## src/rtl/array_sweep_ctrl_if.sv

```systemverilog
// ---------------------------------------------------------------------------
// array_sweep_ctrl_if
// Bundles the sweep request, the loop bounds, the status flags and the
// element write handshake of array_sweep_ctrl.
//   master : the sweep controller. It receives start, the bounds and
//            elem_ready, and drives busy, done, the elem_* bus and the
//            abort flags.
//   slave  : the requester / element sink (the opposite directions).
// Parameters: IW = index width, DW = elem_data width.
// ---------------------------------------------------------------------------
interface array_sweep_ctrl_if #(
    parameter int IW = 4,
    parameter int DW = 32
);
    logic          start;
    logic [IW-1:0] x_first;
    logic [IW-1:0] x_last;
    logic [IW-1:0] y_first;
    logic [IW-1:0] y_last;
    logic          busy;
    logic          done;
    logic          elem_valid;
    logic          elem_ready;
    logic [IW-1:0] elem_x;
    logic [IW-1:0] elem_y;
    logic [DW-1:0] elem_data;
    logic          elem_last;
    logic          bound_err;
    logic          timeout;

    modport master (
        input  start, x_first, x_last, y_first, y_last, elem_ready,
        output busy, done, elem_valid, elem_x, elem_y, elem_data,
               elem_last, bound_err, timeout
    );

    modport slave (
        output start, x_first, x_last, y_first, y_last, elem_ready,
        input  busy, done, elem_valid, elem_x, elem_y, elem_data,
               elem_last, bound_err, timeout
    );
endinterface

```

## src/rtl/array_sweep_ctrl.sv

```systemverilog
// ---------------------------------------------------------------------------
// array_sweep_ctrl
// Walks a rectangular window [x_first..x_last] x [y_first..y_last] of an
// XDIM x YDIM array in row-major order. Each element goes out on a
// valid/ready bus with data = x + y. An index outside the array aborts the
// sweep with bound_err. A watchdog aborts a sweep that runs longer than
// WDOG busy cycles, and flags it with timeout.
// Ports:
//   clk   - clock, all state changes on the rising edge
//   rst_n - synchronous active-low reset
//   sw    - master side of array_sweep_ctrl_if:
//           start + x/y bounds in, busy/done out,
//           elem_valid/elem_ready handshake, elem_x/elem_y/elem_data/elem_last,
//           bound_err/timeout sticky abort flags
// ---------------------------------------------------------------------------
module array_sweep_ctrl #(
    parameter int IW   = 4,
    parameter int DW   = 32,
    parameter int XDIM = 5,
    parameter int YDIM = 13,
    parameter int WDOG = 50000
) (
    input  logic               clk,
    input  logic               rst_n,
    array_sweep_ctrl_if.master sw
);

    // Counters carry one extra bit. A last bound of 2^IW-1 then steps to
    // 2^IW, which compares greater than the bound instead of wrapping to 0.
    localparam int CW = IW + 1;
    localparam int WW = $clog2(WDOG + 2);

    localparam logic [CW-1:0] XDIM_C = CW'(XDIM);
    localparam logic [CW-1:0] YDIM_C = CW'(YDIM);
    localparam logic [WW-1:0] WDOG_C = WW'(WDOG);

    typedef enum logic [2:0] {
        ST_IDLE,
        ST_TEST_X,
        ST_TEST_Y,
        ST_ISSUE,
        ST_DONE
    } state_t;

    state_t        r_state, w_state_next;
    logic [CW-1:0] r_x, w_x_next;
    logic [CW-1:0] r_y, w_y_next;
    logic [CW-1:0] r_x_last, w_x_last_next;
    logic [CW-1:0] r_y_first, w_y_first_next;
    logic [CW-1:0] r_y_last, w_y_last_next;
    logic [WW-1:0] r_wdog, w_wdog_next;
    logic          r_bound_err, w_bound_err_next;
    logic          r_timeout, w_timeout_next;

    logic [WW-1:0] w_wdog_inc;
    logic          w_wdog_expired;
    logic [CW-1:0] w_sum;
    logic          w_valid;

    always_comb begin
        w_state_next     = r_state;
        w_x_next         = r_x;
        w_y_next         = r_y;
        w_x_last_next    = r_x_last;
        w_y_first_next   = r_y_first;
        w_y_last_next    = r_y_last;
        w_wdog_next      = r_wdog;
        w_bound_err_next = r_bound_err;
        w_timeout_next   = r_timeout;

        // The watchdog counts this busy cycle. It trips once the count
        // passes WDOG. Each working state checks it first, so an abort
        // wins over a handshake in the same cycle.
        w_wdog_inc     = r_wdog + WW'(1);
        w_wdog_expired = (w_wdog_inc > WDOG_C);

        case (r_state)
            ST_IDLE: begin
                if (sw.start) begin
                    w_x_next         = {1'b0, sw.x_first};
                    w_x_last_next    = {1'b0, sw.x_last};
                    w_y_first_next   = {1'b0, sw.y_first};
                    w_y_last_next    = {1'b0, sw.y_last};
                    w_wdog_next      = '0;
                    w_bound_err_next = 1'b0;
                    w_timeout_next   = 1'b0;
                    w_state_next     = ST_TEST_X;
                end
            end
            ST_TEST_X: begin
                w_wdog_next = w_wdog_inc;
                if (w_wdog_expired) begin
                    w_timeout_next = 1'b1;
                    w_state_next   = ST_DONE;
                end else if (r_x > r_x_last) begin
                    w_state_next = ST_DONE;
                end else begin
                    w_y_next     = r_y_first;
                    w_state_next = ST_TEST_Y;
                end
            end
            ST_TEST_Y: begin
                w_wdog_next = w_wdog_inc;
                if (w_wdog_expired) begin
                    w_timeout_next = 1'b1;
                    w_state_next   = ST_DONE;
                end else if (r_y > r_y_last) begin
                    w_x_next     = r_x + CW'(1);
                    w_state_next = ST_TEST_X;
                end else if ((r_x >= XDIM_C) || (r_y >= YDIM_C)) begin
                    w_bound_err_next = 1'b1;
                    w_state_next     = ST_DONE;
                end else begin
                    w_state_next = ST_ISSUE;
                end
            end
            ST_ISSUE: begin
                w_wdog_next = w_wdog_inc;
                if (w_wdog_expired) begin
                    w_timeout_next = 1'b1;
                    w_state_next   = ST_DONE;
                end else if (sw.elem_ready) begin
                    w_y_next     = r_y + CW'(1);
                    w_state_next = ST_TEST_Y;
                end
            end
            ST_DONE: begin
                w_state_next = ST_IDLE;
            end
            default: begin
                w_state_next = ST_IDLE;
            end
        endcase
    end

    always_ff @(posedge clk) begin
        if (!rst_n) begin
            r_state     <= ST_IDLE;
            r_x         <= '0;
            r_y         <= '0;
            r_x_last    <= '0;
            r_y_first   <= '0;
            r_y_last    <= '0;
            r_wdog      <= '0;
            r_bound_err <= 1'b0;
            r_timeout   <= 1'b0;
        end else begin
            r_state     <= w_state_next;
            r_x         <= w_x_next;
            r_y         <= w_y_next;
            r_x_last    <= w_x_last_next;
            r_y_first   <= w_y_first_next;
            r_y_last    <= w_y_last_next;
            r_wdog      <= w_wdog_next;
            r_bound_err <= w_bound_err_next;
            r_timeout   <= w_timeout_next;
        end
    end

    // Outputs decode straight from registers. The counters do not move in
    // ISSUE until the handshake, so the element bus stays stable while
    // elem_ready is low.
    assign w_valid       = (r_state == ST_ISSUE);
    assign w_sum         = {1'b0, r_x[IW-1:0]} + {1'b0, r_y[IW-1:0]};

    assign sw.busy       = (r_state != ST_IDLE);
    assign sw.done       = (r_state == ST_DONE);
    assign sw.elem_valid = w_valid;
    assign sw.elem_x     = r_x[IW-1:0];
    assign sw.elem_y     = r_y[IW-1:0];
    assign sw.elem_data  = DW'(w_sum);
    assign sw.elem_last  = w_valid && (r_x == r_x_last) && (r_y == r_y_last);
    assign sw.bound_err  = r_bound_err;
    assign sw.timeout    = r_timeout;

endmodule

```

## src/flat_wrapper.sv

```systemverilog
// flat-port wrapper written by rule: the top's interface ports become plain ports
module array_sweep_ctrl_flat 
#(
    parameter int IW   = 4,
    parameter int DW   = 32,
    parameter int XDIM = 5,
    parameter int YDIM = 13,
    parameter int WDOG = 50000
)
  (clk, rst_n, sw_start, sw_x_first, sw_x_last, sw_y_first, sw_y_last, sw_elem_ready, sw_busy, sw_done, sw_elem_valid, sw_elem_x, sw_elem_y, sw_elem_data, sw_elem_last, sw_bound_err, sw_timeout);
  array_sweep_ctrl_if #(.IW(IW), .DW(DW)) sw_i ();
  input  logic clk;
  input  logic rst_n;
  input wire logic [$bits(sw_i.start)-1:0] sw_start;
  input wire logic [$bits(sw_i.x_first)-1:0] sw_x_first;
  input wire logic [$bits(sw_i.x_last)-1:0] sw_x_last;
  input wire logic [$bits(sw_i.y_first)-1:0] sw_y_first;
  input wire logic [$bits(sw_i.y_last)-1:0] sw_y_last;
  input wire logic [$bits(sw_i.elem_ready)-1:0] sw_elem_ready;
  output wire logic [$bits(sw_i.busy)-1:0] sw_busy;
  output wire logic [$bits(sw_i.done)-1:0] sw_done;
  output wire logic [$bits(sw_i.elem_valid)-1:0] sw_elem_valid;
  output wire logic [$bits(sw_i.elem_x)-1:0] sw_elem_x;
  output wire logic [$bits(sw_i.elem_y)-1:0] sw_elem_y;
  output wire logic [$bits(sw_i.elem_data)-1:0] sw_elem_data;
  output wire logic [$bits(sw_i.elem_last)-1:0] sw_elem_last;
  output wire logic [$bits(sw_i.bound_err)-1:0] sw_bound_err;
  output wire logic [$bits(sw_i.timeout)-1:0] sw_timeout;
  assign sw_i.start = sw_start;
  assign sw_i.x_first = sw_x_first;
  assign sw_i.x_last = sw_x_last;
  assign sw_i.y_first = sw_y_first;
  assign sw_i.y_last = sw_y_last;
  assign sw_i.elem_ready = sw_elem_ready;
  assign sw_busy = sw_i.busy;
  assign sw_done = sw_i.done;
  assign sw_elem_valid = sw_i.elem_valid;
  assign sw_elem_x = sw_i.elem_x;
  assign sw_elem_y = sw_i.elem_y;
  assign sw_elem_data = sw_i.elem_data;
  assign sw_elem_last = sw_i.elem_last;
  assign sw_bound_err = sw_i.bound_err;
  assign sw_timeout = sw_i.timeout;
  array_sweep_ctrl #(.IW(IW), .DW(DW), .XDIM(XDIM), .YDIM(YDIM), .WDOG(WDOG)) u_core (.clk(clk), .rst_n(rst_n), .sw(sw_i));
endmodule
```

## config.mk

```make
export PLATFORM = sky130hd
export DESIGN_NAME = array_sweep_ctrl_flat
export DESIGN_NICKNAME = d
export VERILOG_FILES = /design/src/rtl/array_sweep_ctrl_if.sv /design/src/rtl/array_sweep_ctrl.sv /design/src/flat_wrapper.sv
export SDC_FILE = /design/constraint.sdc
export NUM_CORES = 1
export LEC_CHECK = 0
export ABC_AREA = 1
export ABC_CLOCK_PERIOD_IN_PS = 2200
export CAP_MARGIN = 20
export CORE_ASPECT_RATIO = 0.9
export CORE_MARGIN = 4
export CORE_UTILIZATION = 51
export CTS_CLUSTER_DIAMETER = 150
export DETAILED_ROUTE_END_ITERATION = 12
export PLACE_DENSITY = 0.8
export SLEW_MARGIN = 10
export SYNTH_ARGS = -nofsm -noshare
export SYNTH_HDL_FRONTEND = slang
export SYNTH_SLANG_ARGS = --single-unit
```

## constraint.sdc

```tcl
create_clock -name clk -period 2.2 [get_ports clk]
set_input_delay 0.44 -clock clk [delete_from_list [all_inputs] [get_ports clk]]
set_output_delay 0.44 -clock clk [all_outputs]
set_load 0.005 [all_outputs]
```

# Word level (Yosys, flattened, before mapping)
# Index checks and enable logic that the tools add are counted.
[word_totals]
reg_bits = 43
latch_bits = 0
ram_bits = 0
rom_bits = 0
in_bits = 20
output_inout_bits = 46
wordCells = 78
memories = 0
[classes]
add_sub_neg = 4
n_mul = 0
n_div = 0
magnitude_cmp = 5
eq_ne = 17
shifts = 0
muxes = 27
bitwise = 0
reduce_logical = 16
[op_table]
columns = ["cell", "n"]
rows = [
  ["$mux W5", 7],
  ["$pmux W16 S2", 1],
  ["$mux W3", 8],
  ["$pmux W5 S2", 2],
  ["$add A16 B1 Y16 const B", 1],
  ["$gt A16 B16 Y1 const B", 1],
  ["$mux W16", 1],
  ["$ne A2 B2 Y1 const B", 7],
  ["$pmux W3 S4", 1],
  ["$add A5 B1 Y5 const B", 2],
  ["$eq A5 B4 Y1", 2],
  ["$gt A5 B4 Y1", 2],
  ["$reduce_and A5 Y1", 2],
  ["$eq A3 B2 Y1 const B", 2],
  ["$ne A2 B1 Y1 const B", 3],
  ["$reduce_and A2 Y1", 3],
  ["$reduce_bool A2 Y1", 3],
  ["$add A4 B4 Y5", 1],
  ["$ge A5 B3 Y1 const B", 1],
  ["$ge A5 B4 Y1 const B", 1],
  ["$mux W1", 5],
  ["$pmux W1 S2", 2],
  ["$reduce_and A4 Y1", 1],
  ["$eq A3 B1 Y1 const B", 1],
  ["8 further kinds", 9],
]

# Logic depth before layout (Yosys ltp)
# Gate-level depths: netlist of the first run.
[depth]
word_depth = 6
mapped_depth = 18

# Worst setup path before layout of the first run
# Ideal clock, no wire load.
[synth_timing]
kind = "register -> register"
start = "register u_core.r_wdog[0]"
end = "register u_core.r_y[2]"
setup_ns = 0.112
arrival_ns = 1.840
t_required_ns = 2.088
setup_slack_ns = 0.249
stages_incl_launch_ff = 19
cell_sequence = "dfxtp_1 > ha_1 > nand2_2 > nor2_4 > nand3_1 > nand2_1 > nand2_1 > inv_1 > nand2_1 > nor2_2 > nand3_1 > nand2_2 > nand2_4 > nand2_2 > nand2_4 > nand2_2 > inv_2 > nor2_1 > nor2_1"
[synth_between]
elab_chain_cells = 4
word_cells_on_any_way = 5
[synth_rtl]
columns = ["item", "line_no", "rtl"]
rows = [
  ["from (decl)", "array_sweep_ctrl.sv:51", "logic [WW-1:0] r_wdog, w_wdog_next;"],
  ["from (signal assigned)", "array_sweep_ctrl.sv:154", "r_wdog <= w_wdog_next;"],
  ["$add A16 B1 Y16 (*)", "array_sweep_ctrl.sv:74", "w_wdog_inc = r_wdog + WW'(1);"],
  ["$gt A16 B16 Y1 (*)", "array_sweep_ctrl.sv:75", "w_wdog_expired = (w_wdog_inc > WDOG_C);"],
  ["$ne A2 B2 Y1 (no line)", "n/a", ""],
  ["$reduce_and A5 Y1 (no line) (*)", "n/a", ""],
  ["to (signal assigned)", "array_sweep_ctrl.sv:150", "r_y <= w_y_next;"],
  ["to (decl)", "array_sweep_ctrl.sv:47", "logic [CW-1:0] r_y, w_y_next;"],
]
# Mark *: on every way between the ends. The rest lies on a longest branch, timed or not.
# A chain may end at the register's enable or synchronous reset.

# Worst setup path after layout of the first run
[layout_timing]
start = "register u_core.r_y[0]"
end = "output port sw_elem_data[1]"
[layout_between]
elab_chain_cells = 1
[layout_rtl]
columns = ["item", "line_no", "rtl"]
rows = [
  ["$add A4 B4 Y5", "array_sweep_ctrl.sv:164", "assign w_sum = {1'b0, r_x[IW-1:0]} + {1'b0, r_y[IW-1:0]};"],
  ["to (decl)", "flat_wrapper.sv:25", "output wire logic [$bits(sw_i.elem_data)-1:0] sw_elem_data;"],
]
# No other way between the ends.

==> summary.txt, run 1 <==
status -> complete, no violations
core area -> 5693 µm²
Finish-stage setup viols -> 0
share of layout cells above drive strength 1 -> 21.51%
pin count of the biggest net entering global routing -> 24
post-synth top area share -> 28.63%
std cell rows -> 26
drc violations -> 0
drt initial violations -> 350
clock power share -> 15.3%
Ys Warns -> 0
ys async rst share -> 0%
ANT nets after route -> 0
crit-path max FO -> 4
syn_area_per_cell -> 6.772 µm²
via-per-instance ratio -> 5.281
Post-synth EDFFs -> 0
Cells after Synth -> 444
initial antenna violation count -> 0
synthesis-to-finish area growth -> 26.34%
crit end category -> output pin
Root Buffer Master -> clkbuf_8
Setup crit start kind -> flip-flop
synth top area cells -> dfxtp_1, nand2_1, buf_4
Max Root-Sink Buffers -> 2
biggest area consumer among synthesized cells -> dfxtp_1
IO Port Bufs -> 38
Die W -> 88.94 µm
minimum period implied by the final worst setup slack -> 2.154 ns
ys flop type -> dfxtp_1
Clock transition at path regs -> 0.09 ns
Combinational Power Share -> 58.2%
setup tns final -> 0 ns
Overall Power -> 4.312 mW
Pins Over Slew Limit -> 0
CTS tree -> built
GR Overflow Total -> 0
first-pass GRT wire length -> 11850 µm
Crit path required time -> 1.76 ns
RSZ-0062 raised after global routing -> yes
Starting Density -> 52.81%
most frequent cells in the layout -> nand2_1, inv_1, a21oi_1
DP HPWL -> 5416 µm
Setup Skew -> 0.01130 ns
Vias -> 3021
dpl cells -> 554
Sequential Power Share -> 26.5%
Worst-Skew Late Latency -> 0.31 ns
Yosys cell types -> 35
fill count -> 456
IO Count -> 66
Final Wtd Congestion -> 0.8760
Power Internal -> 2.498 mW
HP Class -> reg -> reg
synthesized area -> 3007 µm²
LEAKAGE -> 1.644 nW
H-tree depth -> 2
Min Hold Slack -> 0.4595 ns
DR WL/cell -> 13.24 µm
DIE HEIGHT -> 80.84 µm
Worst EP arrival -> 1.71 ns
post-synthesis sequential area ratio -> 28.63%
wirelength, routed -> 7574 µm
Peak VDD IR -> 711.3 µV
die area -> 7190 µm²
P_sw -> 1.814 mW
vias in the first global route -> 2666
Sw Ratio -> 42.06%
Num Clock Sinks -> 43
critical path type -> reg -> out
First-pass DRT Iterations -> 5
FMAX -> 464.2 MHz
diodes inserted -> 0
pwr/cell area -> 1135 nW/µm²
cts-stage hold buffer count -> 0
Non-Filler Instances -> 572
Rel. slew slack -> 64.54%
Final Cycle Share -> 97.92%
Hold Vio Cnt, Final -> 0
nets@finish -> 539
TritonCTS Buffers -> 5
GRT Util Overall -> 20.56%
commonest non-fill, non-tap cell in the layout -> nand2_1
MaxCap Viol Count -> 0
Worst-Margin Slew -> 0.5314 ns
Seq cells post-synth -> 43
-- timing repair --
item / 4_1_cts / 5_1_grt
setup buffers: 7 / 4
pin swaps: 5 / 16
endpoints found under the setup margin: 5 / 16
resized for setup: 21 / 45
-- flip-flops by register name, indices dropped and copies added (netlist names) --
| name | cells |
|---|---|
| u_core.r_y | 5 |
| u_core.sw.bound_err | 1 |
| u_core.r_x_last | 4 |
| u_core.r_y_last | 4 |
| u_core.r_x | 5 |
| u_core.r_wdog | 16 |
| u_core.r_state | 3 |
| u_core.r_y_first | 4 |
| u_core.sw.timeout | 1 |
-- logic make-up after synthesis --
group	synth area share (%)
AND/OR/NAND/NOR	30.67
buffers and inverters	16.27
flip-flops	28.63
adder cells (fa/ha/maj)	7.740
XOR/XNOR	2.580
other	0.1247
AO/OA/AOI/OAI	13.98
-- through the flow --
stage	cell area (µm²)	worst slack, ns	utilization [%]
floorplan	3104	0.2485	-
global placement	3426	0.06692	60.18
detailed placement	3426	0.02946	60.18
CTS	3640	-0.04774	63.93
global route	3799	-0.05444	66.73
finish	3799	0.04582	66.73
-- routing by layer --
layer	wire length, µm	up-vias	share of wire, %	track usage [%]
li1	-	1493	-	-
met1	3295	1348	44	27.86
met2	3425	154	45	33.75
met3	665	26	8.8	3.550
met4	188	0	2.5	5.506
met5	0	-	0	0
-- power by group through the flow --
stage               sequential (mW)  combinational, mW  clock, mW
floorplan                      1.11               1.30          0
global placement               1.10               1.99          0
detailed placement             1.11               2.05          0
CTS                            1.11               2.31      0.666
global route                   1.16               2.78      0.696
finish                         1.14               2.51      0.660
-- worst max-delay path, stage by stage, from the launching register on --
cell	delay, ns
dfxtp_2	0.40
ha_4	0.15
inv_1	0.05
fa_2	0.51
inv_1	0.03
dlygate4sd2_1	0.26
-- synthesized netlist by cell type, types with 2 or more instances --
library cell,instances
buf_4,35
nand3_2,3
ha_1,17
xnor2_1,4
dfxtp_1,43
a21oi_1,36
inv_2,3
nor2_1,40
a31oi_1,3
inv_1,46
o21ai_0,27
o21bai_1,2
nor3_1,4
clkbuf_1,9
nand2_4,3
nand3_1,27
nand2_2,7
nor2_4,4
o21ai_1,2
nor2_2,3
a211oi_1,2
xor2_1,3
nand2_1,100
o221ai_1,2
nand4_1,9
-- cell type report --
cell class | instances | area, µm² | share of cell area (%)
Clock inverter | 2 | 35.03 | 0.9223
Clock buffer | 6 | 82.58 | 2.174
Inverter | 51 | 198.9 | 5.237
Sequential cell | 43 | 883.3 | 23.25
Multi-Input combinational cell | 332 | 1912 | 50.33
Tap cell | 70 | 87.58 | 2.306
Timing Repair Buffer | 68 | 599.3 | 15.78
-- final timing paths --
| path | start | to | slack, ns | cells after the start |
|---|---|---|---|---|
| setup / recovery | u_core.r_y[0] | sw_elem_data[1] | 0.05 | 5 |
| setup reg to reg | u_core.r_x_last[3] | u_core.r_y[1] | 0.06 | 17 |
| hold / removal | u_core.r_y_first[3] | u_core.r_y_first[3] | 0.46 | 2 |
| hold reg to reg | u_core.r_y_first[3] | u_core.r_y_first[3] | 0.46 | 2 |
No activity file was read; power rests on OpenSTA's default activity.
==> inputs of run 2 (changes only) <==
--- a/config.mk
+++ b/config.mk
@@ -8,8 +8,6 @@
 export ABC_AREA = 1
 export ABC_CLOCK_PERIOD_IN_PS = 2200
 export CAP_MARGIN = 20
-export CORE_ASPECT_RATIO = 0.9
-export CORE_MARGIN = 4
 export CORE_UTILIZATION = 51
 export CTS_CLUSTER_DIAMETER = 150
 export DETAILED_ROUTE_END_ITERATION = 12
==> summary.txt, run 2 (synthesized netlist as in run 1, its figures left out) <==
Crit path required time -> 1.76 ns
DIE HEIGHT -> 78.78 µm
vias in the first global route -> 2563
GR Overflow Total -> 0
diodes inserted -> 0
Die W -> 78.78 µm
Vias -> 2898
MaxCap Viol Count -> 0
LEAKAGE -> 1.575 nW
share of layout cells above drive strength 1 -> 17.61%
Overall Power -> 3.733 mW
status -> complete, no violations
critical path type -> reg -> out
TritonCTS Buffers -> 5
Num Clock Sinks -> 43
HP Class -> reg -> reg
wirelength, routed -> 7143 µm
Final Cell Area -> 3631 µm²
commonest non-fill, non-tap cell in the layout -> nand2_1
H-tree depth -> 2
Biggest register -> u_core.r_wdog
First-pass DRT Iterations -> 5
DP HPWL -> 5053 µm
first-pass GRT wire length -> 11410 µm
number of flip-flops in the largest register -> 16
Finish-stage setup viols -> 0
GRT Util Overall -> 23.22%
Starting Density -> 53.61%
pin count of the biggest net entering global routing -> 24
Final Wtd Congestion -> 0.8880
Root Buffer Master -> clkbuf_8
Final Cycle Share -> 95.78%
minimum period implied by the final worst setup slack -> 2.107 ns
Max Root-Sink Buffers -> 2
pwr/cell area -> 1028 nW/µm²
nets@finish -> 531
core area -> 5608 µm²
worst setup margin -> 0.09287 ns
DP Worst Slack -> 0.03342 ns
Worst-Skew Late Latency -> 0.31 ns
Placed Area -> 3413 µm²
IO Count -> 66
most frequent cells in the layout -> nand2_1, inv_1, a21oi_1
die area -> 6206 µm²
ANT nets after route -> 0
Min Hold Slack -> 0.4603 ns
std cell rows -> 27
synthesis-to-finish area growth -> 20.77%
FMAX -> 474.6 MHz
via-per-instance ratio -> 5.120
crit end category -> output pin
crit-path max FO -> 2
DR WL/cell -> 12.62 µm
drt initial violations -> 304
drc violations -> 0
Setup crit start kind -> flip-flop
IO Port Bufs -> 38
Pins Over Slew Limit -> 0
Hold Vio Cnt, Final -> 0
Clock transition at path regs -> 0.09 ns
initial antenna violation count -> 0
CTS tree -> built
Setup Skew -> 0.01266 ns
leading registers by flop count -> u_core.r_wdog: 16 flops, u_core.r_x: 5 flops, u_core.r_y: 5 flops
Worst EP arrival -> 1.67 ns
RSZ-0062 raised after global routing -> yes
Core Util, Final -> 64.75%
Peak VDD IR -> 632.4 µV
run 2: cell count changes in the layout (fill, tap and decap cells not counted), moves of 2 or more:
cell	delta
nand3_1	+2
inv_4	-2
nand2_1	+4
inv_1	+2
buf_4	-7
nand2_4	-3
clkbuf_1	+2
run 2: critical path: stages (launching register included):
cell and delay [ns]:
dfxtp_2 0.35, ha_1 0.16, inv_1 0.06, fa_2 0.51, inv_1 0.03, dlygate4sd2_1 0.25
run 2: what timing repair did:
item,in CTS,in global routing
setup endpoints to repair,5,14
hold buffers,0,0
pin swaps,0,11
buffers inserted,2,2
resized for setup,17,30
run 2: final cells by class:
cell class	instances	area [µm²]
Clock buffer	7	76.32
Clock inverter	1	5.005
Fill cell	496	1977
Inverter	51	193.9
Multi-Input combinational cell	332	1844
Sequential cell	43	885.9
Tap cell	72	90.09
Timing Repair Buffer	60	535.5
run 2: path summary, 6_finish.rpt:
kind	slack, ns	from	cells after the start	to
setup / recovery	0.09	u_core.r_x[0]	5	sw_elem_data[1]
hold / removal	0.46	u_core.r_y_first[0]	2	u_core.r_y_first[0]
setup reg to reg	0.11	u_core.r_wdog[1]	17	u_core.r_y[0]
hold reg to reg	0.46	u_core.r_y_first[0]	2	u_core.r_y_first[0]
run 2: where the power goes:
group | internal, mW | switching (mW)
Sequential | 0.977 | 0.157
Clock | 0.223 | 0.285
Combinational | 0.912 | 1.18
Total | 2.11 | 1.62
run 2: per-layer routing:
metal  part of all wire [%]  global-route usage [%]
met1                     46                   30.31
met2                     47                   38.26
met3                    5.1                   3.793
met4                    2.0                   8.704
met5                      0                       0
run 2: stage by stage:
step           cells  setup TNS (ns)
2_1_floorplan    470               0
3_3_place_gp     554               0
3_5_place_dp     554               0
4_1_cts          564               0
5_1_grt          566         -0.2481
6_report         566               0
==> inputs of run 3 (changes only) <==
--- a/config.mk
+++ b/config.mk
@@ -11,6 +11,7 @@
 export CORE_UTILIZATION = 51
 export CTS_CLUSTER_DIAMETER = 150
 export DETAILED_ROUTE_END_ITERATION = 12
+export MAX_ROUTING_LAYER = met4
 export PLACE_DENSITY = 0.8
 export SLEW_MARGIN = 10
 export SYNTH_ARGS = -nofsm -noshare
==> constraint.sdc (replaced) <==
create_clock -name clk -period 2.2 [get_ports clk]
set_input_delay 0.44 -clock clk [delete_from_list [all_inputs] [get_ports clk]]
set_output_delay 0.44 -clock clk [all_outputs]
set_load 0.01 [all_outputs]
==> summary.txt, run 3 (synthesized netlist as in run 1, its figures left out) <==
status -> complete, no violations
r2r worst-path depth -> 16
Final Cell Area -> 3665 µm²
Finish-stage setup viols -> 0
GR Overflow Total -> 0
Core Util, Final -> 65.35%
DP HPWL -> 5279 µm
Die W -> 78.78 µm
TritonCTS Buffers -> 5
synthesis-to-finish area growth -> 21.89%
Num Clock Sinks -> 43
Clock transition at path regs -> 0.08 ns
Buf/Inv on CP -> 1
nets@finish -> 532
Final Cycle Share -> 99.97%
number of flip-flops in the largest register -> 16
met3 WL -> 439 µm
Hold Vio Cnt, Final -> 0
via-per-instance ratio -> 5.205
Peak VDD IR -> 819.9 µV
DIE HEIGHT -> 78.78 µm
share of layout cells above drive strength 1 -> 19.07%
drc violations -> 0
Worst EP arrival -> 2.40 ns
initial antenna violation count -> 0
crit end category -> flip-flop
pwr/cell area -> 1037 nW/µm²
CP peak stage delay -> 0.36 ns
met2 WL post-DR -> 3474 µm
ANT nets after route -> 0
worst hold start -> u_core.r_y_first[2]
Root Buffer Master -> clkbuf_8
Levels on crit path -> 16
flop-to-flop setup slack -> 0.0007 ns
Non-Filler Instances -> 565
Overall Power -> 3.799 mW
Starting Density -> 53.61%
core area -> 5608 µm²
commonest non-fill, non-tap cell in the layout -> nand2_1
Vias -> 2941
first-pass GRT wire length -> 11760 µm
Placed Area -> 3421 µm²
CP max stage cell -> dfxtp_2
GRT Util Overall -> 24.41%
Max Used Layer -> met4
RSZ-0062 raised after global routing -> yes
Setup crit start kind -> flip-flop
die area -> 6206 µm²
std cell rows -> 27
most frequent CP cell -> nand2_4
crit-path max FO -> 6
minimum period implied by the final worst setup slack -> 2.199 ns
vias in the first global route -> 2602
wirelength, routed -> 7213 µm
hold path depth -> 2
Min Hold Slack -> 0.4575 ns
WL met1 -> 3212 µm
Setup Skew -> 0.004515 ns
IO Count -> 66
First-pass DRT Iterations -> 5
DR WL/cell -> 12.77 µm
Final Wtd Congestion -> 0.8754
dpl cells -> 555
Crit path required time -> 2.40 ns
Worst-Skew Late Latency -> 0.30 ns
DP Worst Slack -> 0.02236 ns
CTS tree -> built
H-tree depth -> 2
most frequent cells in the layout -> nand2_1, inv_1, a21oi_1
critical path type -> reg -> reg
Max Root-Sink Buffers -> 2
r2r endpoint -> u_core.r_y[3]
drt initial violations -> 272
MaxCap Viol Count -> 0
IO Port Bufs -> 38
FMAX -> 454.7 MHz
diodes inserted -> 0
pin count of the biggest net entering global routing -> 23
worst path cell trace -> ha_4 -> nand2_4 -> nor2_4 -> nand4_1 -> nand2_1 -> nand3_2 -> nor2_4 -> nand3_2 -> nand2_2 -> nand2_4 -> nand2_4 -> nand2_8 -> nand2_4 -> inv_4 -> nor2_2 -> nor2_1
fill count -> 486
setup tns final -> 0 ns
CP delay by family, top -> simple AND/OR/NAND/NOR gates
Biggest register -> u_core.r_wdog
Critical R2R Launch -> u_core.r_wdog[1]
Pins Over Slew Limit -> 0
leading registers by flop count -> u_core.r_wdog: 16 flops, u_core.r_x: 5 flops, u_core.r_y: 5 flops
worst setup margin -> 0.0007074 ns
LEAKAGE -> 1.584 nW
Hold Path End -> u_core.r_y_first[2]
HP Class -> reg -> reg
## run 3: power by group
group | internal (mW) | switching [mW] | total (mW) | leakage [nW]
logic | 0.906 | 1.31 | 2.21 | 1.19
clock network | 0.212 | 0.266 | 0.478 | 0.0371
registers | 0.968 | 0.139 | 1.11 | 0.358
## run 3: how the worst max path moves through the flow
stage / to / from / slack, ns
6_report: u_core.r_y[3] / u_core.r_wdog[1] / 0.0007
5_1_grt: u_core.r_y[3] / u_core.r_wdog[1] / -0.14
4_1_cts: u_core.r_y[4] / u_core.r_wdog[0] / 0.02
3_5_place_dp: u_core.r_y[4] / u_core.r_wdog[0] / 0.02
3_3_place_gp: sw_elem_data[4] / u_core.r_x[0] / 0.05
2_1_floorplan: u_core.r_y[2] / u_core.r_wdog[0] / 0.25
## run 3: per-layer routing
metal / up-vias / GRT usage (%)
li1: 1475 / -
met1: 1351 / 31.56
met2: 102 / 39.48
met3: 13 / 4.368
met4: 0 / 5.926
met5: - / -
## run 3: layout make-up
| cell class | instances | area [µm²] | area share [%] |
|---|---|---|---|
| clock buffer | 6 | 72.57 | 1.980 |
| inverter | 51 | 196.4 | 5.360 |
| multi-input combinational | 332 | 1891 | 51.59 |
| sequential | 43 | 879.6 | 24.00 |
| tap | 72 | 90.09 | 2.458 |
| timing repair buffer | 61 | 535.5 | 14.61 |
## run 3: repair_timing
item / CTS / global route
setup endpoints to repair: 8 / 17
buffers inserted: 0 / 4
resized for setup: 9 / 53
pin swaps: 0 / 16
hold buffers: 0 / 0
endpoints found under the hold margin: 0 / 0
## run 3: worst register-to-register path: cells and delay by family, from the launching register on
family | cells | cell delay (ns)
simple gates | 14 | 1.50
flops | 1 | 0.36
fa+ha+maj | 1 | 0.18
buf+inv | 1 | 0.04
